[src/rtl/dec_key_pkg.sv]
// Shared types and width helpers for the serial unlock decoder.
package dec_key_pkg;

  typedef enum logic [2:0] {
    S_IDLE    = 3'd0,
    S_KEY     = 3'd1,
    S_MODE    = 3'd2,
    S_ARMED   = 3'd3,
    S_ACTIVE  = 3'd4,
    S_LOCKOUT = 3'd5
  } state_t;

  localparam logic [3:0] DEFAULT_KEY_VALUE = 4'b1010;

  // Bit counter must reach the longer of the key and mode fields.
  function automatic int cnt_width(input int key_len, input int mode_w);
    int longest;
    longest = (key_len > mode_w) ? key_len : mode_w;
    return $clog2(longest + 1);
  endfunction

endpackage

[src/rtl/dec_key_timer.sv]
// Loadable down-counter: load restarts it at CYCLES-1, done is high once it reaches zero.
module dec_key_timer #(
  parameter int CYCLES = 16
) (
  input  logic Clk,
  input  logic Reset,
  input  logic load,
  output logic done
);

  localparam int W = (CYCLES > 1) ? $clog2(CYCLES) : 1;
  localparam logic [W-1:0] LOAD_VAL = W'(CYCLES - 1);

  logic [W-1:0] count;

  always_ff @(posedge Clk or posedge Reset) begin
    if (Reset)               count <= '0;
    else if (load)           count <= LOAD_VAL;
    else if (count != '0)    count <= count - W'(1);
  end

  assign done = (count == '0);

endmodule

[src/rtl/dec_input_key_seq.sv]
// Serial unlock decoder: key compare, mode capture, Busy-gated activation,
// failed-attempt lockout, inter-bit timeout and relock.
module dec_input_key_seq
  import dec_key_pkg::*;
#(
  parameter int                 KEY_LEN     = 4,
  parameter logic [KEY_LEN-1:0] KEY_VALUE   = KEY_LEN'(DEFAULT_KEY_VALUE),
  parameter int                 MODE_W      = 1,
  parameter int                 MAX_FAILS   = 3,
  parameter int                 LOCKOUT_CYC = 16,
  parameter int                 TIMEOUT_CYC = 32
) (
  input  logic                             Clk,
  input  logic                             Reset,
  input  logic                             InputKey,
  input  logic                             ValidCmd,
  input  logic                             Busy,
  input  logic                             Clear,
  output logic                             Active,
  output logic [MODE_W-1:0]                Mode,
  output logic                             Locked,
  output logic [$clog2(MAX_FAILS+1)-1:0]   FailCount
);

  localparam int CNT_W  = cnt_width(KEY_LEN, MODE_W);
  localparam int SH_W   = (KEY_LEN > MODE_W) ? KEY_LEN : MODE_W;
  localparam int FAIL_W = $clog2(MAX_FAILS + 1);

  localparam logic [CNT_W-1:0]  KEY_LAST  = CNT_W'(KEY_LEN - 1);
  localparam logic [CNT_W-1:0]  MODE_LAST = CNT_W'(MODE_W - 1);
  localparam logic [FAIL_W-1:0] FAIL_LAST = FAIL_W'(MAX_FAILS - 1);

  state_t              state, state_n;
  logic [SH_W-1:0]     shreg, shreg_n;
  logic [SH_W:0]       shifted;
  logic [CNT_W-1:0]    bitcnt, bitcnt_n;
  logic [FAIL_W-1:0]   fail_n;
  logic [MODE_W-1:0]   mode_n;
  logic                tmo_load, tmo_done;
  logic                lock_load, lock_done;

  assign shifted = {shreg, InputKey};

  dec_key_timer #(.CYCLES(TIMEOUT_CYC)) u_tmo_timer (
    .Clk   (Clk),
    .Reset (Reset),
    .load  (tmo_load),
    .done  (tmo_done)
  );

  dec_key_timer #(.CYCLES(LOCKOUT_CYC)) u_lock_timer (
    .Clk   (Clk),
    .Reset (Reset),
    .load  (lock_load),
    .done  (lock_done)
  );

  always_comb begin
    // NOTE: every output of this block gets a default first, so no path can infer a latch.
    state_n   = state;
    shreg_n   = shreg;
    bitcnt_n  = bitcnt;
    fail_n    = FailCount;
    mode_n    = Mode;
    tmo_load  = 1'b0;
    lock_load = 1'b0;

    unique case (state)
      // IDLE shares the key path: its bit counter is zero, so the first strobe is bit one.
      // Clear while IDLE is a no-op, so a coincident strobe still starts an attempt.
      S_IDLE, S_KEY: begin
        if (Clear && state == S_KEY) begin
          state_n  = S_IDLE;
          shreg_n  = '0;
          bitcnt_n = '0;
        end else if (ValidCmd) begin
          shreg_n  = shifted[SH_W-1:0];
          tmo_load = 1'b1;
          if (bitcnt == KEY_LAST) begin
            bitcnt_n = '0;
            if (shifted[KEY_LEN-1:0] == KEY_VALUE) begin
              state_n = S_MODE;
              fail_n  = '0;
            end else if (FailCount == FAIL_LAST) begin
              state_n   = S_LOCKOUT;
              fail_n    = '0;
              lock_load = 1'b1;
              shreg_n   = '0;
            end else begin
              state_n = S_IDLE;
              fail_n  = FailCount + FAIL_W'(1);
              shreg_n = '0;
            end
          end else begin
            bitcnt_n = bitcnt + CNT_W'(1);
            state_n  = S_KEY;
          end
        end else if (state == S_KEY && tmo_done) begin
          state_n  = S_IDLE;
          shreg_n  = '0;
          bitcnt_n = '0;
        end
      end

      S_MODE: begin
        if (Clear) begin
          state_n  = S_IDLE;
          shreg_n  = '0;
          bitcnt_n = '0;
        end else if (ValidCmd) begin
          shreg_n  = shifted[SH_W-1:0];
          tmo_load = 1'b1;
          if (bitcnt == MODE_LAST) begin
            bitcnt_n = '0;
            state_n  = S_ARMED;
          end else begin
            bitcnt_n = bitcnt + CNT_W'(1);
          end
        end else if (tmo_done) begin
          state_n  = S_IDLE;
          shreg_n  = '0;
          bitcnt_n = '0;
        end
      end

      S_ARMED: begin
        if (Clear) begin
          state_n = S_IDLE;
          shreg_n = '0;
        end else if (!Busy) begin
          state_n = S_ACTIVE;
          mode_n  = shreg[MODE_W-1:0];
        end
      end

      S_ACTIVE: begin
        if (Clear) begin
          state_n = S_IDLE;
          mode_n  = '0;
          shreg_n = '0;
        end
      end

      S_LOCKOUT: begin
        if (lock_done) state_n = S_IDLE;
      end

      default: begin
        state_n  = S_IDLE;
        shreg_n  = '0;
        bitcnt_n = '0;
      end
    endcase
  end

  // NOTE: state registers use non-blocking assignments so all flops update from pre-edge values.
  always_ff @(posedge Clk or posedge Reset) begin
    if (Reset) begin
      state     <= S_IDLE;
      shreg     <= '0;
      bitcnt    <= '0;
      FailCount <= '0;
      Active    <= 1'b0;
      Mode      <= '0;
      Locked    <= 1'b0;
    end else begin
      state     <= state_n;
      shreg     <= shreg_n;
      bitcnt    <= bitcnt_n;
      FailCount <= fail_n;
      Active    <= (state_n == S_ACTIVE);
      Mode      <= mode_n;
      Locked    <= (state_n == S_LOCKOUT);
    end
  end

endmodule

[config.mk]
export PLATFORM = sky130hd
export DESIGN_NAME = dec_input_key_seq
export DESIGN_NICKNAME = d
export VERILOG_FILES = /design/src/rtl/dec_key_pkg.sv /design/src/rtl/dec_key_timer.sv /design/src/rtl/dec_input_key_seq.sv
export SDC_FILE = /design/constraint.sdc
export NUM_CORES = 1
export LEC_CHECK = 0
export CAP_MARGIN = 15
export CELL_PAD_IN_SITES_DETAIL_PLACEMENT = 0
export CELL_PAD_IN_SITES_GLOBAL_PLACEMENT = 1
export CORE_ASPECT_RATIO = 1.2
export CORE_UTILIZATION = 40
export DETAILED_ROUTE_END_ITERATION = 7
export GPL_TIMING_DRIVEN = 0
export PLACE_DENSITY_LB_ADDON = 0.1
export SETUP_SLACK_MARGIN = 0.15
export SYNTH_ARGS = -nofsm -noshare
export SYNTH_HDL_FRONTEND = slang
export SYNTH_SLANG_ARGS = --single-unit
[constraint.sdc]
create_clock -name Clk -period 2.6 [get_ports Clk]
set_input_delay 0.78 -clock Clk [delete_from_list [all_inputs] [get_ports Clk]]
set_output_delay 0.78 -clock Clk [all_outputs]
set_load 0.01 [all_outputs]
; ---- Yosys cells after proc, flatten, opt, wreduce, memory -nomap -nowiden
; Cells that the tools add are included.
; W data, S select, Z words.
[word_totals]
regBits = 23
output_inout_bits = 5
input_bits = 6
word_cells = 104
[classes]
eq_ne = 16
mux = 54
reduce_logical = 18
bitwise = 3
n_addsub = 4
[op_table]
columns = cell, n
row1 = $mux W3, 31
row2 = $pmux W3 S5, 1
row3 = $eq A3 B3 Y1 const B, 4
row4 = $mux W1, 12
row5 = $pmux W3 S4, 1
row6 = $reduce_and A4 Y1, 3
row7 = $mux W5, 2
row8 = $eq A3 B2 Y1 const B, 3
row9 = $pmux W3 S3, 1
row10 = $mux W4, 2
row11 = $ne A4 B4 Y1 const B, 2
row12 = $logic_not A3 Y1, 2
row13 = $ne A2 B2 Y1 const B, 3
row14 = $reduce_bool A2 Y1, 3
row15 = $logic_not A5 Y1, 1
row16 = $reduce_bool A5 Y1, 1
row17 = $sub A5 B1 Y5 const B, 1
row18 = $eq A4 B4 Y1 const B, 1
row19 = $logic_not A4 Y1, 1
row20 = $mux W2, 2
row21 = $pmux W1 S2, 2
row22 = $reduce_bool A4 Y1, 1
row23 = $reduce_or A2 Y1, 2
row24 = $sub A4 B1 Y4 const B, 1
row25 = other kinds (9), 12

; ---- Logic depth before layout (Yosys ltp)
; Gate-level depths: netlist (run 1).
[depth]
depth_word = 8
depth_mapped = 6
mapped_depth_nobuf = 6

; ---- Hierarchy
; From an unflattened synthesis (run 1), not the netlist that was laid out.
[hier_totals]
hier_cells = 144
hier_area_um2 = 1455.1
[modules_own_cells]
columns = mod, area_each_um2, instances, seq_area_each_um2, cells_each
row1 = dec_input_key_seq, 949.7, 1, 350.3, 95
row2 = dec_key_timer (u_tmo_timer), 281.5, 1, 125.1, 27
row3 = dec_key_timer (u_lock_timer), 224.0, 1, 100.1, 22

; ---- Worst setup path before layout (run 1)
; Ideal clock, no wire load.
[synth_timing]
path_type = register to register
from = reg u_tmo_timer.count[0]
to = reg shreg[1]
required_ns = 2.474
path_stages_with_launch = 7
synth_period_minus_slack_ns = 2.009
path_buffers = 0
setup_ns = 0.126
path_slack_ns = 0.591
arrival_ns = 1.883
cell_sequence = dfrtp_1 > inv_1 > ha_1 > or4b_4 > a2111oi_4 > nor3_2 > a221o_1
[synth_via]
elab_chain_len = 4
elab_cells_between_ends = 5
classes_between = eq/ne: 2 / reduce/logical: 3
[synth_rtl]
columns = item, line
row1 = "start, declared", dec_key_timer.sv:14  ; logic [W-1:0] count;
row2 = "start signal, assigned", dec_key_timer.sv:19  ; else if (count != '0) count <= count - W'(1);
row3 = $logic_not A5 Y1 *, dec_key_timer.sv:22  ; assign done = (count == '0);
row4 = $logic_and A1 B1 Y1, dec_input_key_seq.sv:98  ; end else if (state == S_KEY && tmo_done) begin
row5 = $ne A4 B4 Y1 (no line), --
row6 = $reduce_and A4 Y1 (no line) *, --
row7 = "end signal, assigned", dec_input_key_seq.sv:168  ; shreg <= shreg_n;
row8 = "end, declared", dec_input_key_seq.sv:34  ; logic [SH_W-1:0] shreg, shreg_n;
; Mark *: on every way between the ends. The rest lies on a longest branch, timed or not.
; A chain may end at the register's enable or synchronous reset.

; ---- Final worst setup path (run 1)
[layout_timing]
from = in Clear
to = reg shreg[1]
[layout_via]
elab_chain_len = 3
elab_cells_between_ends = 8
classes_between = eq/ne: 3 / mux: 3 / reduce/logical: 2
[layout_rtl]
columns = item, line
row1 = "start, declared", dec_input_key_seq.sv:18  ; input logic Clear,
row2 = $logic_and A1 B1 Y1, dec_input_key_seq.sv:72  ; if (Clear && state == S_KEY) begin
row3 = $ne A4 B4 Y1 (no line) / $mux W3 (equally long branches), --
row4 = $reduce_and A4 Y1 (no line) / $pmux W3 S4 (equally long branches), --
; Several ways; a longest one is shown, not always the timed one.

==> qor_table.md, run 1 <==
| Result | This run |
|:---|:---|
| Dominant register cell in the synthesized netlist | dfrtp_1 |
| Wire length per cell after detailed routing | 14.1 um |
| CTS-repair resized insts | 0 |
| Clock tree skew after final layout | 0.00680 ns |
| Number of antenna violations at the first check in global routing | 0 |
| Kind of critical path | input port to flop |
| Type of element capturing the critical path | flop |
| Tightest slew margin relative to the limit | 0.403 |
| Clock Sink Count | 23 |
| Std cell rows | 22 |
| Die outline width | 54.0 um |
| Antenna-violating nets left | 0 |
| Buffer depth of the longest clock path | 2 |
| Endpoints failing hold | 0 |
| Sequential element share of the synthesized area | 0.443 |
| Global route hottest layer | met2 |
| Number of enable flip-flop cells after synthesis | 0 |
| Setup repair after global routing missed its margin | false |
| Post-route DRC | 0 |
| Transition time of the tightest slew-check pin | 0.894 ns |
| Power per unit of standard cell area | 838 nW/um^2 |
| Post-Layout Inst Area | 1470 um^2 |
| Wire length of the first global-routing pass | 4.40 mm |
| Status | finished clean |
| Peak Freq | 440 MHz |
| Commonest cells after routing, fill and taps aside | 23 x dfrtp_1, 14 x inv_1, 12 x nor2_1 |
| Placer Congestion | 0.813 |
| Top-area cell type share of the netlist area | 0.443 |
| Setup_tns | 0 ns |
| CTS tree | built |
| Met3 capacity usage during global routing | 0.0211 |
| Met2 GRT Util | 0.282 |
| Post-Synthesis Cells | 134 |
| Min setup slack post-route | 0.326 ns |
| Post-route minimum period | 2.27 ns |
| Dpl ws | -0.00373 ns |
| Share of the cycle needed by the critical path after routing | 0.874 |
| Area of placed instances | 1440 um^2 |
| Area grow syn2layout | 13.3% |
| Max capacitance violation total | 0 |
| Data arrival time at the worst-slack endpoint | 2.53 ns |
| Hold Crit Class | flop to flop |
| Finished Layout Cells | 184 |
| Starting Density | 0.421 |
| Clock buffer count from CTS | 3 |
| Number of pins exceeding their max-slew limit in the final report | 0 |
| Number of flip-flops and latches in the synthesized netlist | 23 |
| Critical path required time | 2.86 ns |
| Height of the die | 64.4 um |
| Ratio of cells with drive above 1 in the final layout | 0.0878 |
| Insertion delay of the later-clocked pin in the worst-skew pair | 0.31 ns |
| Global-route usage over all layers | 0.173 |
| Net count, final | 162 |
| Synth area leaders | dfrtp_1 44%, ha_1 6.7%, inv_1 4.0% |
| Ratio of routed vias to standard cells | 5.48 |
| Number of diodes added for antenna fixing | 0 |
| Vias after detailed routing | 1009 |
| Syn nets | 147 |
| Worst ir drop on vdd | 0.468 mV |
| Overall power of the completed layout | 1.23 mW |
| Buffer count from post-CTS setup fixing | 0 |
| Routed Wire Length | 2.59 mm |
| Cell variety after synth | 41 |
| Post-DP HPWL | 1.93 mm |
| Number of global-route vias before repair | 1014 |
| Share of flip-flops with an asynchronous set or reset | 1.00 |
| Category of the worst setup path launch point | input port |
| Maximum number of pins on one net before global-route repair | 24 |
| Leading cell type in the layout, fill and taps excluded | dfrtp_1 |
| Met1 usage in global routing | 0.220 |
| Number of search-and-repair iterations in the first detailed-routing pass | 4 |
| Cell type with the largest total area after synthesis | dfrtp_1 |
| Leakage component of the power | 0.641 nW |
| Global route overflow | 0 |
| Netlist area before placement | 1300 um^2 |
| Number of failing setup endpoints in the final timing report | 0 |
| Synthesis warning total | 0 |
| Number of hold buffers added after cts | 0 |
| Mean area per synthesized cell | 9.69 um^2 |
| Placed Cells incl. Taps | 180 |
| Clock slew seen by the registers of the worst setup and hold paths | 0.13 ns |
| Master cell of the clock root buffer | clkbuf_4 |
| DRT iter0 DRCs | 10 |
| Core box area | 3080 um^2 |
| Count of H-tree levels built during CTS | 1 |
| Num ports | 11 |
| Worst Path Max Fanout | 8 |
| IO buf count | 10 |
| Total Die Area | 3480 um^2 |
## layout make-up
cell class                 instances  area, um^2
fill                             316        1610
multi-input combinational         95         663
sequential                        23         576
timing repair buffer              10         100
inverter                          14        52.6
tap                               36        45.0
clock buffer                       3        22.5
buffer                             2        7.51
clock inverter                     1        5.00
## power breakdown
| group | leakage (nW) | internal, mW | total [mW] | switching, mW |
|---|---|---|---|---|
| Combinational | 0.345 | 0.253 | 0.505 | 0.252 |
| Clock | 0.0177 | 0.0574 | 0.165 | 0.108 |
| Sequential | 0.278 | 0.467 | 0.563 | 0.0962 |
| Total | 0.641 | 0.778 | 1.23 | 0.455 |
## per-layer routing
| metal | wire length (um) | part of all wire |
|---|---|---|
| met1 | 1220 | 0.47 |
| met2 | 1290 | 0.50 |
| met4 | 23 | 0.0089 |
| met5 | 0 | 0 |
| met3 | 54 | 0.021 |
## synthesized netlist by cell type, types with 3 or more instances
| library cell | number |
|---|---|
| nor2_1 | 12 |
| a22o_1 | 3 |
| a21oi_1 | 3 |
| nand3_1 | 3 |
| o21ai_0 | 8 |
| o211ai_1 | 3 |
| ha_1 | 7 |
| nor2b_1 | 6 |
| dfrtp_1 | 23 |
| inv_1 | 14 |
| nor3_1 | 3 |
| nand2_1 | 11 |
## kinds of logic after synthesis
family,count (synthesis),synth area share
compound gates,31,0.187
flops,23,0.443
xor+xnor,3,0.0202
simple gates,54,0.236
fa+ha+maj,7,0.0674
buf+inv,16,0.0462
## state kept, by name, indices dropped and copies added, names as in the netlist, 2 cells and up
signal and count:
FailCount 2, u_tmo_timer.count 5, u_lock_timer.count 4, shreg 3, state 3, bitcnt 3
## stage by stage
stage / util / hold slack [ns]
after detailed placement: 0.468 / 0.501
after global placement: 0.468 / 0.498
final: 0.477 / 0.534
after global routing: 0.477 / 0.557
after CTS: 0.477 / 0.536
after floorplan: - / 0.477
## worst paths after layout
kind | from | endpoint | slack (ns) | depth (start not counted)
worst max-delay path | Clear | shreg[1]$_DFFE_PP0P_ | 0.33 | 5
worst min-delay path | shreg[2]$_DFFE_PP0P_ | shreg[2]$_DFFE_PP0P_ | 0.53 | 1
worst max register to register | u_tmo_timer.count[0]$_DFFE_PP0P_ | shreg[1]$_DFFE_PP0P_ | 0.44 | 6
worst min register to register | shreg[2]$_DFFE_PP0P_ | shreg[2]$_DFFE_PP0P_ | 0.53 | 1
max in group asynchronous | Reset | state[2]$_DFF_PP0_ | 1.11 | 2
min in group asynchronous | Reset | u_tmo_timer.count[0]$_DFFE_PP0P_ | 0.95 | 2
## worst max-delay path: stages
cell,delay [ns]
clkdlybuf4s50_1,0.54
nor3b_1,0.61
nand2_1,0.19
o21ai_0,0.21
a221o_1,0.20
No activity file was read; power rests on OpenSTA's default activity.
==> run 2, diff against run 1 <==
HOLD_SLACK_MARGIN = 0.06   (was default)
==> results of run 2 <==
The final DEF is identical to that of run 1; final timing and power are the same.
==> run 3, diff against run 2 <==
--- a/constraint.sdc
+++ b/constraint.sdc
@@ -3,2 +3,2 @@
 set_output_delay 0.78 -clock Clk [all_outputs]
-set_load 0.01 [all_outputs]
+set_load 0.05 [all_outputs]
==> results of run 3 <==
Same layout as run 1 (identical final DEF). Status: finished clean.
Among the figures that moved: setup slack after layout 0.326 ns -> 0.249 ns; start point of the critical path Clear -> FailCount[1]$_DFFE_PP0P_; end point of the critical path shreg[1]$_DFFE_PP0P_ -> FailCount[1]; total power 1.23 mW -> 1.30 mW; worst IR drop on VDD 0.468 mV -> 0.559 mV
